### config.mk
export PLATFORM = sky130hd
export DESIGN_NAME = change_dispenser
export DESIGN_NICKNAME = d
export VERILOG_FILES = /design/src/rtl/change_dispenser.sv
export SDC_FILE = /design/constraint.sdc
export NUM_CORES = 1
export LEC_CHECK = 0
export BUFFER_PORTS_ARGS = -buffer_cell sky130_fd_sc_hd__buf_4
export CAP_MARGIN = 15
export CORE_MARGIN = 2
export CORE_UTILIZATION = 56
export DETAILED_ROUTE_END_ITERATION = 8
export GPL_TIMING_DRIVEN = 1
export PLACE_DENSITY = 0.79
export SYNTH_ARGS = -nofsm -noshare
export SYNTH_HDL_FRONTEND = slang
export SYNTH_SLANG_ARGS = --single-unit
export TNS_END_PERCENT = 5
### constraint.sdc
create_clock -name clock -period 3.61 [get_ports clock]
set_clock_uncertainty 0.05 [all_clocks]
set_input_delay 0.361 -clock clock [delete_from_list [all_inputs] [get_ports clock]]
set_output_delay 0.361 -clock clock [all_outputs]
set_load 0.02 [all_outputs]
### src/rtl/change_dispenser.sv
// rtl/change_dispenser.sv - two-coin dispenser with inventory and ejector valid/ack handshake
// Optional ack watchdog: define ACK_TIMEOUT_EN.
module change_dispenser #(
  parameter logic [1:0] INIT_P         = 2'd3,
  parameter logic [1:0] INIT_T         = 2'd3,
  parameter logic [1:0] INIT_C         = 2'd3,
  parameter int         TIMEOUT_CYCLES = 16
) (
  input  logic       clock,
  input  logic       reset_L,
  input  logic       start,
  input  logic [2:0] first_coin,
  input  logic [2:0] second_coin,
  input  logic       load_inv,
  input  logic [1:0] load_p,
  input  logic [1:0] load_t,
  input  logic [1:0] load_c,
  output logic [1:0] pentagons,
  output logic [1:0] triangles,
  output logic [1:0] circles,
  output logic       eject_valid,
  output logic [2:0] eject_coin,
  input  logic       eject_ack,
  output logic       busy,
  output logic       done,
  output logic       error
);

  localparam logic [2:0] COIN_NONE = 3'd0;
  localparam logic [2:0] COIN_C    = 3'd1;
  localparam logic [2:0] COIN_T    = 3'd3;
  localparam logic [2:0] COIN_P    = 3'd5;

  typedef enum logic [2:0] {
    S_IDLE   = 3'd0,
    S_EJECT1 = 3'd1,
    S_EJECT2 = 3'd2,
    S_DONE   = 3'd3,
    S_ERR    = 3'd4
  } state_t;

  state_t     state, state_nxt;
  logic [2:0] coin1, coin2;
  logic [2:0] cur_coin;
  logic       in_eject;
  logic       accept;
  logic       take_start;
  logic       req_ok;
  logic       timeout_hit;
  logic [1:0] need_p, need_t, need_c;

  function automatic logic code_ok(input logic [2:0] c);
    return (c == COIN_NONE) || (c == COIN_C) || (c == COIN_T) || (c == COIN_P);
  endfunction

  assign in_eject   = (state == S_EJECT1) || (state == S_EJECT2);
  assign cur_coin   = (state == S_EJECT1) ? coin1 : coin2;
  assign accept     = in_eject && eject_ack;
  // load_inv has priority over start in IDLE
  assign take_start = (state == S_IDLE) && start && !load_inv;

  // Per-type demand of the requested pair, checked against current stock
  assign need_p = {1'b0, first_coin == COIN_P} + {1'b0, second_coin == COIN_P};
  assign need_t = {1'b0, first_coin == COIN_T} + {1'b0, second_coin == COIN_T};
  assign need_c = {1'b0, first_coin == COIN_C} + {1'b0, second_coin == COIN_C};
  assign req_ok = code_ok(first_coin) && code_ok(second_coin) &&
                  (need_p <= pentagons) && (need_t <= triangles) && (need_c <= circles);

`ifdef ACK_TIMEOUT_EN
  localparam int CW = $clog2(TIMEOUT_CYCLES + 1);
  logic [CW-1:0] to_cnt;

  // Watchdog: cleared on every state change, counts ack-less cycles in EJECT states
  always_ff @(posedge clock or negedge reset_L) begin
    if (!reset_L) begin
      to_cnt <= '0;
    end else if (state_nxt != state) begin
      to_cnt <= '0;
    end else if (in_eject && !eject_ack) begin
      to_cnt <= to_cnt + CW'(1);
    end
  end

  // Limit is reached on this edge; a coincident ack takes precedence
  assign timeout_hit = in_eject && !eject_ack && (to_cnt == CW'(TIMEOUT_CYCLES - 1));
`else
  // Without the watchdog the EJECT states wait for ack indefinitely
  assign timeout_hit = (TIMEOUT_CYCLES < 0);
`endif

  // State register
  always_ff @(posedge clock or negedge reset_L) begin
    if (!reset_L) state <= S_IDLE;
    else          state <= state_nxt;
  end

  // Next-state decode
  always_comb begin
    state_nxt = state;
    case (state)
      S_IDLE: begin
        if (take_start) begin
          if (!req_ok)                                         state_nxt = S_ERR;
          else if (first_coin == COIN_NONE && second_coin == COIN_NONE) state_nxt = S_DONE;
          else if (first_coin == COIN_NONE)                    state_nxt = S_EJECT2;
          else                                                 state_nxt = S_EJECT1;
        end
      end
      S_EJECT1: begin
        if (eject_ack)        state_nxt = (coin2 != COIN_NONE) ? S_EJECT2 : S_DONE;
        else if (timeout_hit) state_nxt = S_ERR;
      end
      S_EJECT2: begin
        if (eject_ack)        state_nxt = S_DONE;
        else if (timeout_hit) state_nxt = S_ERR;
      end
      S_DONE:  state_nxt = S_IDLE;
      S_ERR:   state_nxt = S_IDLE;
      default: state_nxt = S_IDLE;
    endcase
  end

  // Outputs decoded purely from registered state and latched coins
  always_comb begin
    eject_valid = in_eject;
    eject_coin  = in_eject ? cur_coin : COIN_NONE;
    busy        = (state != S_IDLE);
    done        = (state == S_DONE);
    error       = (state == S_ERR);
  end

  // Latch the requested pair when a transaction is accepted
  always_ff @(posedge clock or negedge reset_L) begin
    if (!reset_L) begin
      coin1 <= COIN_NONE;
      coin2 <= COIN_NONE;
    end else if (take_start) begin
      coin1 <= first_coin;
      coin2 <= second_coin;
    end
  end

  // Inventory: load in IDLE, decrement on each acknowledged ejection
  always_ff @(posedge clock or negedge reset_L) begin
    if (!reset_L) begin
      pentagons <= INIT_P;
      triangles <= INIT_T;
      circles   <= INIT_C;
    end else if (state == S_IDLE && load_inv) begin
      pentagons <= load_p;
      triangles <= load_t;
      circles   <= load_c;
    end else if (accept) begin
      case (cur_coin)
        COIN_P:  pentagons <= pentagons - 2'd1;
        COIN_T:  triangles <= triangles - 2'd1;
        COIN_C:  circles   <= circles - 2'd1;
        default: ;
      endcase
    end
  end

endmodule
==> run summary <==
outcome: completed
vias per inst: 5.43
Synth Register Bits: 15
Slew HR: 0.723
clk_lat worst skew: 280 ps
Remaining Overflow, GRT: 0
Clk pwr share: 0.081
hold path start: load_c[1]
core area: 1980 um2
RSZ-0062 raised after global routing: no
Final Core Density: 0.744
Post-Syn Area: 1200 um2
final instance area: 1470 um2
via count of the routed design: 1043
met3 wire length: 95 um
CTS H-tree depth: 1
Antenna Nets Post-Route: 0
Setup crit start kind: input pin
worst IR drop on VDD: 0.000469 V
Worst Hold Class: in -> reg
Worst R2R End: state[1]$_DFFE_PN0P_
initial antenna violation count: 0
TritonCTS clock tree: built
Netlist cell types: 40
synthesized net count: 160
Die H: 50.3 um
first-pass GRT wire length: 4250 um
r2r setup slk: 1450 ps
fin crit share: 0.603
WP data required: 3770 ps
Synth Instances: 134
Clock Pin Slew Worst Setup and Hold Paths: 90 ps
Die W: 50.3 um
largest net degree at the start of global routing: 16
Final Critical Period: 2180 ps
Max-Cap Viols: 0
CTS Sinks: 15
wire length on met2: 1250 um
final WL: 2590 um
top-level port count: 30
final setup fails: 0
GPL Wtd Cong: 0.862
row count: 16
Initial Util: 0.605
crit-path max FO: 6
worst setup path class: in -> reg
routed len/inst: 13.5 um
Sequential Power Share: 0.317
synthesized area per cell: 8.95 um2
Iter 0 DRT Violations: 11
DR pass1 iterations: 4
Fin. Hold Viols: 0
total negative setup slack: 0 ps
number of CTS-inserted buffers: 3
Hold Path End: circles[1]$_DFFE_PN1P_
r2r startpoint: pentagons[1]$_DFFE_PN1P_
diode count: 0
fmax: 0.460 GHz
Cells on Worst Hold Path: 3
Critical Path AT: 2330 ps
Comb power frac: 0.601
nets@finish: 192
max-slew violations: 0
Fin Hold WS: 248 ps
leading area contributor after synthesis: dfrtp_1
placed inst area: 1440 um2
Critical Path End Type: flop
clk root buf: clkbuf_4
worst-margin pin slew: 415 ps
share of the synthesized area in the top cell type: 0.188
Tot Pwr: 0.00118 W
gr usage total: 0.223
share of cells above drive strength 1: 0.309
P_sw: 0.000532 W
DRC: 0
PwrDens: 800 nW/um2
register area share after synthesis: 0.319
leakage power: 0.731 nW
sw frac: 0.451
clock tree buffer depth: 2
area grow syn2layout: 23.0%
vias in the first global route: 1005
post-DP HPWL: 2100 um
Int Power: 0.000647 W
Port Buffers: 29
die area: 2530 um2
Yosys Warn Count: 0
highest routed layer: met4
Reg2Reg Depth: 7
top post-synthesis cells by area: dfrtp_1 19%, dfstp_2 13%, ha_1 9.4%
met1 WL: 1230 um
==> layout make-up <==
type / count / area, um2
Clock buffer: 3 / 22.5
Clock inverter: 1 / 5.00
Fill cell: 169 / 508
Inverter: 13 / 48.8
Multi-Input combinational cell: 103 / 753
Sequential cell: 15 / 383
Tap cell: 27 / 33.8
Timing Repair Buffer: 30 / 228
==> layout by cell type, fill, tap and decap left out, drive strengths merged, types with 2 or more instances in the layout <==
cell and instances:
mux2 4, inv 13, o21ai 7, and3b 2
a21oi 7, dfrtp 9, nand3 3, nor2b 4
clkbuf 3, nor2 16, nor3b 2, buf 29
mux2i 4, a31oi 3, a21o 2, nand2 10
ha 9, xnor2 2, dfstp 6, nand4b 2
and3 2, nand2b 10
==> layer usage <==
layer,up-vias,global-route usage
met5,-,0
met4,0,0.0694
met3,2,0.0327
met2,22,0.384
met1,492,0.285
li1,527,-
==> critical path, cell delays in order <==
cell,delay (ps)
buf_4,130
nand2b_1,190
nor2_1,130
ha_1,160
ha_1,230
nor2b_1,130
o21ai_0,240
nand4_1,180
or4_1,430
a21oi_1,160
==> state kept, by name, summed over array words and instances, names as in the netlist <==
name / count
pentagons: 2
coin1: 3
triangles: 2
coin2: 3
state: 3
circles: 2
==> timing repair <==
item / CTS / global route
resized for setup: 0 / 0
hold buffers: 1 / 0
buffers inserted: 0 / 0
setup endpoints to repair: 0 / 0
hold endpoints to repair: 9 / 0
==> power groups by stage <==
stage               Clock [W]  Combinational [W]  Sequential (W)
detailed placement          0           0.000712        0.000373
global placement            0           0.000689        0.000373
floorplan                   0           0.000473        0.000384
global route         0.000109           0.000775        0.000386
finish              0.0000960           0.000709        0.000374
CTS                  0.000100           0.000716        0.000372
==> per-stage QoR <==
stage / cells / worst slack (ps)
final: 192 / 1430
after global routing: 192 / 1330
after detailed placement: 187 / 1130
after floorplan: 134 / 1570
after global placement: 187 / 1250
after CTS: 192 / 1430
==> kinds of logic (layout without fill, tap and decap cells) <==
group,count (synthesis),after routing,share of synthesized area
simple gates,57,57,0.269
compound gates,26,26,0.160
buf+inv,16,47,0.0522
flops,15,15,0.319
fa+ha+maj,9,9,0.0939
mux,8,8,0.0835
xor+xnor,3,3,0.0219
==> synthesized netlist by cell type <==
master / number
nand4b_1: 2
or4_1: 1
o21ai_0: 7
mux2_4: 4
nand3_1: 2
xor2_1: 1
and3b_2: 1
nor3_2: 1
nand2_1: 10
a21o_1: 2
nor3b_4: 1
a2bb2oi_1: 1
nor2_1: 16
a21oi_1: 7
nor4_1: 1
buf_2: 2
xnor2_1: 2
nand4_1: 1
o211ai_1: 1
and3b_1: 1
a211o_1: 1
inv_2: 1
and2_1: 1
o41ai_1: 1
inv_1: 12
o32ai_4: 1
dfrtp_1: 9
and3_1: 2
nand3_2: 1
o2111ai_2: 1
nor3b_1: 1
ha_1: 9
nand2b_1: 10
a221o_2: 1
mux2i_1: 4
a31oi_1: 3
nor2b_1: 4
clkbuf_1: 1
dfstp_2: 6
or2_1: 1
==> how the worst max path moves through the flow <==
stage                                      end                     start
after CTS                 state[1]$_DFFE_PN0P_             first_coin[1]
after floorplan           state[1]$_DFFE_PN0P_             first_coin[1]
after detailed placement  state[1]$_DFFE_PN0P_             first_coin[1]
after global routing      state[1]$_DFFE_PN0P_  pentagons[1]$_DFFE_PN1P_
after global placement    state[1]$_DFFE_PN0P_             first_coin[1]
final                     state[1]$_DFFE_PN0P_             first_coin[1]
No activity file was read; power rests on OpenSTA's default activity.
